$ cat src/rtl/link_tx_scheduler.sv
// rtl/link_tx_scheduler.sv - two-producer arbiter and 6-bit chunk sequencer for the inter-board link
// Every link level is held for HOLD_CYCLES clocks so it clears the far-end debouncers.
module link_tx_scheduler #(
  parameter int MESSAGE_SIZE = 100,
  parameter int HOLD_CYCLES  = 8
) (
  input  logic                    clk,
  input  logic                    rst_n,
  input  logic [1:0]              req,
  input  logic [MESSAGE_SIZE-1:0] msg0,
  input  logic [MESSAGE_SIZE-1:0] msg1,
  output logic [1:0]              grant,
  output logic [1:0]              done,
  output logic                    busy,
  output logic [5:0]              din_out,
  output logic                    packet_pulse,
  output logic                    transmit_ctrl
);

  localparam int NCHUNK = (MESSAGE_SIZE + 5) / 6;
  localparam int PAD_W  = 6 * NCHUNK;
  localparam int HW     = $clog2(HOLD_CYCLES + 1);
  localparam int KW     = (NCHUNK > 1) ? $clog2(NCHUNK) : 1;
  localparam logic [HW-1:0] HOLD_LAST = HW'(HOLD_CYCLES - 1);
  localparam logic [KW-1:0] K_LAST    = KW'(NCHUNK - 1);

  typedef enum logic [2:0] {
    S_IDLE, S_LOAD, S_SETUP, S_STROBE, S_COMMIT_HI, S_COMMIT_LO, S_DONE
  } state_t;

  state_t                   state_q, state_d;
  logic                     w_q, w_d;
  logic                     rr_q, rr_d;
  logic [KW-1:0]            k_q, k_d;
  logic [HW-1:0]            hold_q, hold_d;
  logic [NCHUNK-1:0][5:0]   padded_q, padded_d;
  logic                     hold_end;

  always_comb begin
    state_d       = state_q;
    w_d           = w_q;
    rr_d          = rr_q;
    k_d           = k_q;
    hold_d        = hold_q;
    padded_d      = padded_q;
    grant         = 2'b00;
    done          = 2'b00;
    busy          = (state_q != S_IDLE);
    din_out       = 6'd0;
    packet_pulse  = 1'b0;
    transmit_ctrl = 1'b0;
    hold_end      = (hold_q == HOLD_LAST);

    case (state_q)
      S_IDLE: begin
        if (req != 2'b00) begin
          // rr_q names the producer that gets a tie: the one not served last
          w_d     = (req == 2'b11) ? rr_q : req[1];
          state_d = S_LOAD;
        end
      end
      S_LOAD: begin
        grant    = w_q ? 2'b10 : 2'b01;
        padded_d = PAD_W'(w_q ? msg1 : msg0);
        k_d      = '0;
        hold_d   = '0;
        state_d  = S_SETUP;
      end
      S_SETUP: begin
        din_out = padded_q[k_q];
        if (hold_end) begin
          hold_d  = '0;
          state_d = S_STROBE;
        end else begin
          hold_d = hold_q + 1'b1;
        end
      end
      S_STROBE: begin
        din_out      = padded_q[k_q];
        packet_pulse = 1'b1;
        if (hold_end) begin
          hold_d = '0;
          if (k_q == K_LAST) begin
            state_d = S_COMMIT_HI;
          end else begin
            k_d     = k_q + 1'b1;
            state_d = S_SETUP;
          end
        end else begin
          hold_d = hold_q + 1'b1;
        end
      end
      S_COMMIT_HI: begin
        transmit_ctrl = 1'b1;
        if (hold_end) begin
          hold_d  = '0;
          state_d = S_COMMIT_LO;
        end else begin
          hold_d = hold_q + 1'b1;
        end
      end
      S_COMMIT_LO: begin
        if (hold_end) begin
          hold_d  = '0;
          state_d = S_DONE;
        end else begin
          hold_d = hold_q + 1'b1;
        end
      end
      S_DONE: begin
        done    = w_q ? 2'b10 : 2'b01;
        rr_d    = ~w_q;
        state_d = S_IDLE;
      end
      default: state_d = S_IDLE;
    endcase
  end

  always_ff @(posedge clk) begin
    if (!rst_n) begin
      state_q  <= S_IDLE;
      w_q      <= 1'b0;
      rr_q     <= 1'b0;
      k_q      <= '0;
      hold_q   <= '0;
      padded_q <= '0;
    end else begin
      state_q  <= state_d;
      w_q      <= w_d;
      rr_q     <= rr_d;
      k_q      <= k_d;
      hold_q   <= hold_d;
      padded_q <= padded_d;
    end
  end

endmodule

$ cat config.mk
export PLATFORM = sky130hd
export DESIGN_NAME = link_tx_scheduler
export DESIGN_NICKNAME = d
export VERILOG_FILES = /design/src/rtl/link_tx_scheduler.sv
export SDC_FILE = /design/constraint.sdc
export NUM_CORES = 1
export LEC_CHECK = 0
export ABC_AREA = 1
export CAP_MARGIN = 20
export CELL_PAD_IN_SITES_DETAIL_PLACEMENT = 0
export CELL_PAD_IN_SITES_GLOBAL_PLACEMENT = 1
export CORE_MARGIN = 8
export CORE_UTILIZATION = 32
export CTS_BUF_LIST = sky130_fd_sc_hd__clkbuf_16
export DETAILED_ROUTE_END_ITERATION = 8
export HOLD_SLACK_MARGIN = 0.12
export PLACE_DENSITY = 0.92
export SLEW_MARGIN = 20
export SYNTH_ARGS = -nofsm -noshare
export SYNTH_HDL_FRONTEND = slang
export SYNTH_SLANG_ARGS = --single-unit
export TNS_END_PERCENT = 10
$ cat constraint.sdc
create_clock -name clk -period 4.77 [get_ports clk]
set_input_delay 1.431 -clock clk [delete_from_list [all_inputs] [get_ports clk]]
set_output_delay 1.431 -clock clk [all_outputs]
set_load 0.02 [all_outputs]
# Word-level counts from Yosys, hierarchy flattened
# Index checks and enable logic that the tools add are counted.
[totals] in_bits=204 register_bits=116 wordCells=73 out_inout_bits=13
[classes] mux=22 n_addsub=2 n_reduce_logical=10 n_lt_le_gt_ge=1 eq_ne=15 bitwise_logic=1
[ops] cell="$mux 100" count=1
[ops] cell="$bmux 6 s5" count=1
[ops] cell="$mux 3" count=6
[ops] cell="$pmux 3 s6" count=1
[ops] cell="$mux 6" count=2
[ops] cell="$ne 2x2->1 const B" count=6
[ops] cell="$mux 5" count=2
[ops] cell="$pmux 5 s2" count=1
[ops] cell="$eq 3x3->1 const B" count=3
[ops] cell="$pmux 4 s2" count=1
[ops] cell="$eq 3x2->1 const B" count=2
[ops] cell="$lt 5x6->1 const B" count=1
[ops] cell="$mux 2" count=3
[ops] cell="$reduce_bool 2->1" count=3
[ops] cell="$add 5x1->5 const B" count=1
[ops] cell="$eq 5x5->1 const B" count=1
[ops] cell="$reduce_and 5->1" count=1
[ops] cell="$add 4x1->4 const B" count=1
[ops] cell="$eq 4x3->1 const B" count=1
[ops] cell="$mux 4" count=1
[ops] cell="$reduce_or 4->1" count=1
[ops] cell="$eq 3x1->1 const B" count=1
[ops] cell="$logic_not 3->1" count=1
[ops] cell="$mux 1" count=3
[ops] cell="other kinds (6)" count=6

# Longest topological paths before layout
[depth] depth_word=4 depth_mapped=11 ltp_nobuf=9

# Least setup slack after synthesis
# OpenSTA, ideal clock, no wires.
[synth_path] path_kind="flip-flop to output port" start="reg k_q[0]" end="out din_out[5]" slack_ns=1.898 t_arrival_ns=1.441 path_buffers=3 required_ns=3.339 path_stages_with_launch=11 path_cell_list="dfxtp_1 > buf_2 > inv_1 > buf_2 > buf_2 > o211ai_1 > nand2_1 > nand2_1 > nand2_1 > nor2_1 > nor2_1"
[synth_between] elab_chain_len=3
[synth_lines] item="start: declaration" line="34" text="logic [KW-1:0] k_q, k_d;"
[synth_lines] item="start signal: assignment" line="131" text="k_q <= k_d;"
[synth_lines] item="$bmux 6 s5" line="70, 79"
[synth_lines] item="$mux 6 (implied by the code)" line="70, 79"
[synth_lines] item="$mux 6"
[synth_lines] item="end: declaration" line="15" text="output logic [5:0] din_out,"
# Every way passes these cells. The select of a mux whose other input is x is not followed.

# Final worst setup path
[layout_path] start="reg k_q[0]" end="out din_out[3]"
# The elaborated chain is that of the path after synthesis.

==> qor.txt <==
======================================================================================
Power density normalized to cell area                                     406.0 nW/µm²
Crit path max-delay cell type                                                    inv_2
Synthesized flop and latch total                                                   114
Count of fill cells added during filler insertion                                 1896
Die boundary height                                                           152.3 µm
Antenna violations before repair                                                     0
Top cell family by delay on the critical path                             buffers and inverters
Startpoint of the lowest-slack register-to-register path                  state_q[0]$_SDFFE_PN0P_
Cell Chain, Critical Path                                                 inv_2 > nand2_1 > nand3_1 > nand2_1 > nand2_1 > nand2_1 > o21ai_1 > nand2_1 > clkdlybuf4s50_1
Top_reg_cell synth                                                             dfxtp_1
Initial DRT Pass Iterations                                                          5
Leakage dissipation                                                           3.290 nW
Most frequent cell on the critical path                                        nand2_1
Number of top-level pins                                                           217
Nature of the critical path endpoint                                        output pin
Full die area                                                                23180 µm²
Syn nets                                                                          1165
Status                                                                    complete, no violations
Max-slew violation count                                                             0
Combined area of the multi-input logic cells                                  3099 µm²
Net count of the finished layout                                                  1347
Critical path endpoint                                                      din_out[3]
MaxCap Viol Count                                                                    0
Final routed wirelength across all metal layers                               21870 µm
Sequential cell area fraction in the yosys report                               0.3841
Register-to-Register Path Depth                                                      8
Num rows                                                                            50
Number of buffers added on ports                                                   216
Routed length per placed instance                                             15.79 µm
Post-CTS Setup Inserts                                                               0
Detailed-placement wirelength estimate                                        15790 µm
Worst max-slew margin expressed relative to the limit                           0.3880
Worst setup path startpoint                                               k_q[0]$_SDFFE_PN0P_
Library cells used by synthesis                                                     21
Worst hold slack                                                              461.6 ps
Logic depth of the worst setup path including buffers                                9
Unrepaired setup endpoints after global routing                                  false
Number of H-tree levels                                                              4
First-pass GRT wire length                                                    35320 µm
Required time at the endpoint of the critical path                             3340 ps
Clock tree from TritonCTS                                                        built
Count of buffering cells on the critical path with inverters included                2
Final Cell Area                                                               8687 µm²
Resized cells post-CTS                                                               0
DRC Markers                                                                          0
Stage delay of the slowest cell on the critical path                            560 ps
Clock Skew                                                                    6.803 ps
Fin crit share                                                                  0.8441
Maximum ir drop on the vdd rail                                              0.2525 mV
Clock slew at the register clock pins of the worst setup and hold paths          50 ps
Root buffer cell                                                             clkbuf_16
Number of buffers on the longest clock path                                          2
Synthesized cell area                                                         5942 µm²
Average cell area after synthesis                                            6.202 µm²
Synthesized instance count                                                         958
Type of the tightest min-delay check                                        reg -> reg
R2r setup slk                                                                  1810 ps
FFs w/ async S/R, synth                                                              0
Initial core utilization                                                        0.3220
Critical path start-end classification                                      reg -> out
Maximum fanout along the worst path                                                 49
Setup violations, final                                                              0
Final weighted congestion in routability-driven placement                       0.8121
Total GRT Usage                                                                 0.1879
Post-synth EDFFs                                                                     0
Overflow left after global routing                                                   0
Routed Antenna Nets                                                                  0
Area Growth Syn to Fin                                                          46.20%
Synth Warn #                                                                         0
Worst skew pair latency                                                         420 ps
Die W                                                                         152.3 µm
CTS hold repair buffers                                                              0
Vias                                                                              6700
Setup crit start kind                                                             flop
Endpoint arrival time on the critical path                                     2600 ps
Iteration-0 DRC count of the detailed router                                       489
Inserted Clock Buffers                                                              17
Area taken by flip-flops and latches                                          2283 µm²
Endpoint of the most critical register-to-register path                   padded_q[13]$_SDFFE_PN0N_
Final sum of negative setup slack                                                 0 ps
Number of global-route vias before repair                                         6758
Diodes inserted                                                                      0
Worst-margin pin slew                                                         918.0 ps
Vias/cell                                                                        4.838
Hold violation total from the final report                                           0
Area of the core region                                                      18460 µm²
Share of layout cells above drive strength 1                                   0.03649
CTS sink cnt                                                                       114
Placed inst area                                                              8180 µm²
Min Tclk post-route                                                            4027 ps
Maximum number of pins on one net before global-route repair                        84
Maximum frequency from static timing analysis                               0.2483 GHz
======================================================================================
==> per-layer routing <==
layer / track usage / routed length, µm / vias up
met5: 0 / 0 / -
met3: 0.05389 / 1542 / 22
met1: 0.2316 / 9928 / 3055
met4: 0.05616 / 327 / 0
met2: 0.3120 / 10070 / 195
li1: - / - / 3428
==> layout by cell type (no fill, tap or decap) <==
cell	instances
ha_1	3
inv_2	3
nand2_1	459
dfxtp_2	1
o21ai_1	5
o21ai_0	23
clkinv_2	7
clkbuf_16	17
a31oi_1	100
nand3_1	40
nor2_4	2
nor3_1	3
dfxtp_1	113
xor2_1	2
o211ai_1	2
nor2_2	1
inv_1	70
buf_4	8
clkinv_1	4
buf_12	1
xnor2_1	1
clkdlybuf4s50_1	215
nor3_2	1
nor2_1	54
a21oi_1	15
bufinv_16	1
==> final cells by class <==
cell class | instances | share of cell area
multi-input cells | 711 | 0.3568
flip-flops and latches | 114 | 0.2629
clock buffers | 17 | 0.04897
well taps | 234 | 0.03370
repair buffers | 224 | 0.2569
inverters | 72 | 0.03140
clock inverters | 13 | 0.009362
==> synthesized netlist by cell type (all sizes together) (2+ instances only) <==
library cell | instances | area, µm²
a21oi | 15 | 75.07
a31oi | 100 | 625.6
buf | 31 | 187.7
clkbuf | 30 | 112.6
dfxtp | 114 | 2282
ha | 3 | 37.54
inv | 72 | 270.3
nand2 | 459 | 1723
nand3 | 40 | 200.2
nor2 | 57 | 221.5
nor3 | 4 | 25.02
o211ai | 2 | 15.01
o21ai | 28 | 140.1
xor2 | 2 | 17.52
==> worst reg2reg max path, stage by stage (launching register included) <==
cell      delay (ps)
dfxtp_1          420
inv_2             90
nor3_2           270
clkinv_2         390
nor2_4           270
buf_4            430
buf_4            630
nand2_1          140
a31oi_1          220
==> report_power, final <==
part	switching [mW]	internal (mW)
clock	0.427	0.688
combinational	0.652	0.438
sequential	0.149	1.17
==> sequential cells by signal (all words and copies together) (netlist names) <==
signal    cells
hold_q        4
k_q           5
padded_q    100
rr_q          1
state_q       3
w_q           1
==> cells by family (layout without fill, tap and decap cells) <==
group	after synthesis	count (layout)	synth area share
xor gates and xnor gates	3	3	0.004423
AOI/OAI and AO/OA	145	145	0.1440
buffers and inverters	133	326	0.09602
DFF	114	114	0.3841
adders and majority gates	3	3	0.006318
and+or+nand+nor	560	560	0.3651
==> worst min-delay path by stage <==
stage                                 startpoint                      to  slack (ps)  depth (start not counted)
after detailed placement  hold_q[3]$_SDFFE_PN0P_  hold_q[3]$_SDFFE_PN0P_         460                          2
after global placement    hold_q[3]$_SDFFE_PN0P_  hold_q[3]$_SDFFE_PN0P_         450                          2
final                     hold_q[3]$_SDFFE_PN0P_  hold_q[3]$_SDFFE_PN0P_         460                          2
after global routing      hold_q[3]$_SDFFE_PN0P_  hold_q[3]$_SDFFE_PN0P_         480                          2
after CTS                 hold_q[3]$_SDFFE_PN0P_  hold_q[3]$_SDFFE_PN0P_         470                          2
after floorplan           hold_q[3]$_SDFFE_PN0P_  hold_q[3]$_SDFFE_PN0P_         440                          2
==> per-stage QoR <==
step | power, mW | setup slack (ps) | std cells | utilization
after floorplan | 2.003 | 1898 | 958 | -
after global placement | 2.434 | 1203 | 1355 | 0.4433
after detailed placement | 2.432 | 1178 | 1355 | 0.4433
after CTS | 3.558 | 720.4 | 1385 | 0.4707
after global routing | 3.762 | 533.6 | 1385 | 0.4707
final | 3.527 | 743.4 | 1385 | 0.4707
No activity file was read; power rests on OpenSTA's default activity.
